## config.mk

```make
export PLATFORM = sky130hd
export DESIGN_NAME = anim_rate_ctrl
export DESIGN_NICKNAME = d
export VERILOG_FILES = /design/src/rtl/anim_rate_ctrl.sv
export SDC_FILE = /design/constraint.sdc
export NUM_CORES = 1
export LEC_CHECK = 0
export CAP_MARGIN = 30
export CORE_MARGIN = 1
export CORE_UTILIZATION = 51
export DETAILED_ROUTE_END_ITERATION = 6
export PLACE_DENSITY = 0.83
export SETUP_SLACK_MARGIN = 0.02
export SLEW_MARGIN = 10
export SYNTH_ARGS = -nofsm -noshare
export SYNTH_HDL_FRONTEND = slang
export SYNTH_SLANG_ARGS = --single-unit
```

## constraint.sdc

```tcl
create_clock -name clk -period 7.2 [get_ports clk]
set_input_delay 2.16 -clock clk [delete_from_list [all_inputs] [get_ports clk]]
set_output_delay 2.16 -clock clk [all_outputs]
set_load 0.02 [all_outputs]
```

## src/rtl/anim_rate_ctrl.sv

```systemverilog
// anim_rate_ctrl: frame-synchronous animation rate controller.
//
// Ramps step_size one unit at a time toward the requested speed, turns frame strobes into a
// registered one-cycle anim_tick, and supports pause/resume plus single-frame stepping while
// paused. Pattern cores advance only on anim_tick and read step_size in that same cycle.
//
// Optional feature: define SPEED_SLOWMO_EN to make speed==0 select slow-motion, where a tick
// is issued on every SLOW_DIV-th running frame. Without it, speed==0 behaves like speed 1.
//
// Ports:
//   clk          in   system clock
//   rst_n        in   synchronous reset, active-low
//   vsync_rising in   one-cycle frame strobe
//   speed        in   requested speed (SPEED_W bits)
//   pause        in   enter paused (wins over resume)
//   resume       in   leave paused
//   step_once    in   while paused, arm one single-frame advance
//   paused       out  1 while in the paused state
//   step_size    out  current step size, always 1..MAX_SPEED
//   anim_tick    out  one-cycle advance pulse, 1 clk after vsync_rising
//   frame_count  out  number of anim_ticks issued, wraps at FRAME_W bits
module anim_rate_ctrl #(
  parameter int unsigned SPEED_W     = 3,
  parameter int unsigned MAX_SPEED   = 6,
  parameter int unsigned RAMP_FRAMES = 4,
  parameter int unsigned FRAME_W     = 8
`ifdef SPEED_SLOWMO_EN
  ,
  parameter int unsigned SLOW_DIV    = 4
`endif
) (
  input  logic               clk,
  input  logic               rst_n,
  input  logic               vsync_rising,
  input  logic [SPEED_W-1:0] speed,
  input  logic               pause,
  input  logic               resume,
  input  logic               step_once,
  output logic               paused,
  output logic [SPEED_W-1:0] step_size,
  output logic               anim_tick,
  output logic [FRAME_W-1:0] frame_count
);

  localparam int unsigned RcW = (RAMP_FRAMES > 1) ? $clog2(RAMP_FRAMES) : 1;

  typedef enum logic [0:0] {StRun, StPaused} state_e;

  state_e             state_q, state_d;
  logic               armed_q;
  logic [RcW-1:0]     ramp_cnt_q;
  logic [SPEED_W-1:0] target;
  logic               run_frame, step_frame, tick_d, ramp_wrap;

  // Out-of-range requests (including 0) fall back to the slowest speed.
  always_comb begin
    target = SPEED_W'(1);
    if (speed != '0 && speed <= SPEED_W'(MAX_SPEED)) target = speed;
  end

  always_comb begin
    state_d = state_q;
    if (pause)       state_d = StPaused;
    else if (resume) state_d = StRun;
  end

  // The frame decision looks at next state so a same-cycle pause/resume takes effect at once.
  assign run_frame  = vsync_rising && (state_d == StRun);
  assign step_frame = vsync_rising && (state_d == StPaused) && armed_q;
  assign ramp_wrap  = (ramp_cnt_q == RcW'(RAMP_FRAMES - 1));

`ifdef SPEED_SLOWMO_EN
  localparam int unsigned ScW = (SLOW_DIV > 1) ? $clog2(SLOW_DIV) : 1;

  logic [ScW-1:0] slow_cnt_q;
  logic           slow_sel, slow_hit;

  assign slow_sel = (speed == '0);
  assign slow_hit = (slow_cnt_q == ScW'(SLOW_DIV - 1));
  assign tick_d   = step_frame || (run_frame && (!slow_sel || slow_hit));

  always_ff @(posedge clk) begin
    if (!rst_n) begin
      slow_cnt_q <= '0;
    end else if (!slow_sel) begin
      slow_cnt_q <= '0;
    end else if (run_frame) begin
      slow_cnt_q <= slow_hit ? '0 : slow_cnt_q + ScW'(1);
    end
  end
`else
  assign tick_d = run_frame || step_frame;
`endif

  always_ff @(posedge clk) begin
    if (!rst_n) begin
      state_q     <= StRun;
      paused      <= 1'b0;
      step_size   <= SPEED_W'(1);
      anim_tick   <= 1'b0;
      frame_count <= '0;
      armed_q     <= 1'b0;
      ramp_cnt_q  <= '0;
    end else begin
      state_q   <= state_d;
      paused    <= (state_d == StPaused);
      anim_tick <= tick_d;
      if (tick_d) frame_count <= frame_count + FRAME_W'(1);

      // A new step request coinciding with a consumed one re-arms for the next frame.
      if (!pause && resume) begin
        armed_q <= 1'b0;
      end else if (step_once && state_q == StPaused && state_d == StPaused) begin
        armed_q <= 1'b1;
      end else if (step_frame) begin
        armed_q <= 1'b0;
      end

      if (run_frame) begin
        if (ramp_wrap) begin
          ramp_cnt_q <= '0;
          if (step_size < target)      step_size <= step_size + SPEED_W'(1);
          else if (step_size > target) step_size <= step_size - SPEED_W'(1);
        end else begin
          ramp_cnt_q <= ramp_cnt_q + RcW'(1);
        end
      end
    end
  end

endmodule

```

* After elaboration in Yosys (flattened, before gate mapping) *
Index checks and enable logic that the tools add are counted.

storage, ports and cells
  output and inout port bits = 13
  bits in registers = 16
  logic and storage cells = 38

operators by class
  add/sub/neg operators = 4
  eq/ne operators = 1
  reduce and logical (&&, ||, !) cells = 14
  bitwise logic cells = 2
  multiplexer cells = 8
  $lt $le $gt $ge = 3

operators with widths
  cell                                                                 count
  3-bit two-way mux                                                    3
  8-bit by 1-bit adder with 8-bit output (second input constant)       1
  1-bit logical AND                                                    7
  1-bit two-way mux                                                    4
  2-bit nonzero test                                                   2
  3-bit by 1-bit adder with 3-bit output (second input constant)       1
  3-bit greater-than comparator                                        1
  3-bit <= comparator (second input constant)                          1
  3-bit < comparator                                                   1
  3-bit AND reduction                                                  1
  3-bit nonzero test                                                   1
  3-bit by 1-bit subtractor with 3-bit output (second input constant)  1
  2-bit by 1-bit adder with 2-bit output (second input constant)       1
  2-bit == test (second input constant)                                1
  2-bit two-way mux                                                    1
  1-bit NOT                                                            2
  2-bit OR reduction                                                   1
  1-bit logical NOT                                                    1
  1-bit logical OR                                                     1

* Logic depth before layout (Yosys ltp) *
  word-level depth = 6
  gate-level depth with buffers = 9

* Worst setup path before layout *
OpenSTA, ideal clock, no wires.

  kind = input-to-reg
  start = input speed[1]
  end = register step_size[2]
  setup time = 70 ps
  buffers on the path = 0
  path slack = 3180 ps
  stages = 9
  arrival time = 3950 ps
  data required time = 7130 ps
  cell sequence = nand2_1 > nand2_1 > ha_1 > a21oi_1 > nand2_1 > fa_1 > a21o_1 > a2111o_1 > a21oi_1

on the way
  cells in the longest elaborated chain, start to end = 6

ends and longest elaborated chain
  what                                                                        line      source
  from (decl)                                                                 35        input logic [SPEED_W-1:0] speed,
  3-bit <= comparator / 3-bit nonzero test (equally long branches)            58        if (speed != '0 && speed <= SPEED_W'(MAX_SPEED)) target = speed;
  1-bit logical AND                                                           58
  3-bit two-way mux *                                                         58
  3-bit < comparator / 3-bit greater-than comparator (equally long branches)  122, 123
  2-bit nonzero test (no line)                                                --
  3-bit AND reduction (no line)                                               --
  to (signal assigned)                                                        122       if (step_size < target) step_size <= step_size + SPEED_W'(1);
  to (signal assigned)                                                        123       else if (step_size > target) step_size <= step_size - SPEED_W'(1);
  to (decl)                                                                   40        output logic [SPEED_W-1:0] step_size,

Every way passes the cells marked *; elsewhere a longest branch is shown, timed or not.
A chain may end at the register's enable or synchronous reset.

* Final worst setup path *
  start = input speed[2]
  end = register step_size[2]

Same word-level chain as after synthesis.

==> impl_metrics.tcl <==
set metrics [dict create \
    status "finished, violations left" \
    violations "design-rule violations" \
    syn_area_per_cell_um2 8.91 \
    synth_common_cells "dfxtp_1, a21oi_1, nand2_1" \
    die_x_um 43.8 \
    detail-route-antenna-nets 0 \
    synth_area_leaders "dfxtp_1, ha_1, a21oi_1" \
    synth_most_common_cell "dfxtp_1" \
    end_kind "flop" \
    cts_tree "done" \
    synthCells 100 \
    avgViaCountPerCell 6.20 \
    cpMaxStageDelayCell "clkdlybuf4s50_1" \
    grt_pass1_wl_um 3170 \
    synth_top_flop_cell "dfxtp_1" \
    path_buf_inv 1 \
    cp_top_family "compound AO/OA/AOI/OAI gates" \
    die_h_um 43.8 \
    crit_chain "clkdlybuf4s50_1 -> nand2_1 -> ha_1 -> a21oi_1 -> nand2_1 -> fa_1 -> a21o_1 -> a2111o_1 -> a21oi_1" \
    p_leak_nw 0.429 \
    row_count 14 \
    dieArea_um2 1920 \
    routabilityCongestion 0.766 \
    cts_made_buffers 3 \
    coreArea_um2 1580 \
    grt_max_degree 17 \
    via_count 856 \
    finalCriticalPeriod_ns 4.34 \
    final_hold_viol_count 0 \
    start_util 0.565 \
    drc 1 \
    dp_slack_ns 2.56 \
    synth-warning-count 0 \
    area_growth_pct 27.4 \
    root_buffer "clkbuf_4" \
    path_clk_slew_ns 0.09 \
    yosysSeqAreaShare 0.360 \
    portBuffers 21 \
    wl_um 1880 \
    ys_types 36 \
    post_cts_buffers 0 \
    io_pins 22 \
    synth_edf_count 0 \
    async_reset_ff_frac 0 \
    ys_ff_latch 16 \
    synth_top_area_cell "dfxtp_1" \
    worst_slew_pin_slew_ns 0.619 \
    setup_viol 0 \
    hold_class "flop to flop" \
    nets 138 \
    fin_skew_ns 0.00714 \
    antenna_found_initial 0 \
    antennaDiodeCount 0 \
    power_density_nw_per_um2 158 \
    finalCritPeriodShare 0.603 \
    drv_slew 0 \
    gr-usage-all-layers 0.227 \
    drt_iter0_markers 9 \
    cts.htree.levels 1 \
    slew_headroom 0.587 \
    routedWlPerCell_um 13.6 \
    cp_max_fo 5 \
    layout_setup_ws_ns 2.86 \
    drive_gt1_frac 0.0820 \
    rsz0062_at_grt "false" \
    place_area_um2 1100 \
    fin_area_um2 1130 \
    cap_violations 0 \
    slowest_delay_ns 0.51 \
    synth_area_um2 891 \
    ir_drop_mv 0.101 \
    required_ns 7.43 \
    insertion_delay_ns 0.29 \
    grt_pass1_vias 754 \
    dpl.hpwl_um 1350 \
    cts_sinks 16 \
    overflow 0 \
    synth_nets 115 \
    clockBufferDepth 2 \
    yosysTopAreaCellShare 0.360 \
    path_class "input pin to flop" \
    finalSetupTns_ns 0 \
    postCtsHoldBufs 0 \
    critPathArrivalTime_ns 4.57 \
    hold_ws_ns 0.483 \
    start_kind "input pin" \
    cts_resized 0 \
    drtPass1Iterations 6 \
    max_freq_mhz 230 \
]
-- placed cells by master (no fill, tap or decap), drive strengths merged, types with 2 or more instances in the layout --
cell type,count
nand2,9
clkbuf,4
or3,4
nand3b,2
o21ai,5
nor3,2
a21oi,13
ha,5
dfxtp,16
nand3,6
clkdlybuf4s50,21
a21o,2
nand2b,2
and4,2
inv,5
o31ai,5
mux2i,2
or4,5
-- power by group --
group | switching, mW | total, mW | leakage [nW] | internal (mW)
combinational | 0.0144 | 0.0266 | 0.279 | 0.0121
sequential | 0.00178 | 0.0923 | 0.130 | 0.0905
clock | 0.0294 | 0.0602 | 0.0210 | 0.0309
total | 0.0456 | 0.179 | 0.429 | 0.134
-- worst min-delay path, delay by kind of cell (launching register included) --
| kind | cells | cell delay (ns) |
|---|---|---|
| and+or+nand+nor | 1 | 0.06 |
| DFF | 1 | 0.33 |
| AOI/OAI and AO/OA | 1 | 0.05 |
-- flip-flops by register name, indices dropped and copies added, names as in the netlist --
register and flops:
anim_tick 1, ramp_cnt_q 2, step_size 3, frame_count 8, state_q 1, armed_q 1
-- path summary, 6_finish.rpt --
check                           cells after the start            end           from  slack, ns
worst min-delay path                                2  ramp_cnt_q[0]  ramp_cnt_q[0]       0.48
worst min register to register                      2  ramp_cnt_q[0]  ramp_cnt_q[0]       0.48
worst max-delay path                                9   step_size[2]       speed[2]       2.86
worst max register to register                      7   step_size[2]   step_size[2]       4.92
-- layout make-up --
| class | instances | area, um2 |
|---|---|---|
| multi-input combinational | 75 | 520 |
| clock buffer | 4 | 36.3 |
| tap | 16 | 20.0 |
| sequential | 16 | 320 |
| timing repair buffer | 21 | 210 |
| fill | 134 | 442 |
| inverter | 6 | 27.5 |
-- stage by stage --
| stage | util | power, mW | instances |
|---|---|---|---|
| floorplan | - | 0.111 | 100 |
| global placement | 0.697 | 0.120 | 134 |
| detailed placement | 0.697 | 0.121 | 134 |
| CTS | 0.720 | 0.181 | 138 |
| global route | 0.720 | 0.189 | 138 |
| finish | 0.720 | 0.179 | 138 |
-- metal layers --
metal | up-vias | wire length, um | global-route usage
met1 | 411 | 813 | 0.253
met4 | 0 | 29 | 0.106
met3 | 5 | 72 | 0.0625
met2 | 16 | 966 | 0.394
met5 | - | 0 | 0
li1 | 424 | - | -
-- cells by family after synthesis --
family                   Yosys count  share of synthesized area
buffers and inverters              9                     0.0562
adder cells (fa/ha/maj)            6                     0.0927
flip-flops                        16                      0.360
multiplexers                       2                     0.0225
AND/OR/NAND/NOR                   36                      0.249
AO/OA/AOI/OAI                     31                      0.221
Power figures use the tool's default switching activity.
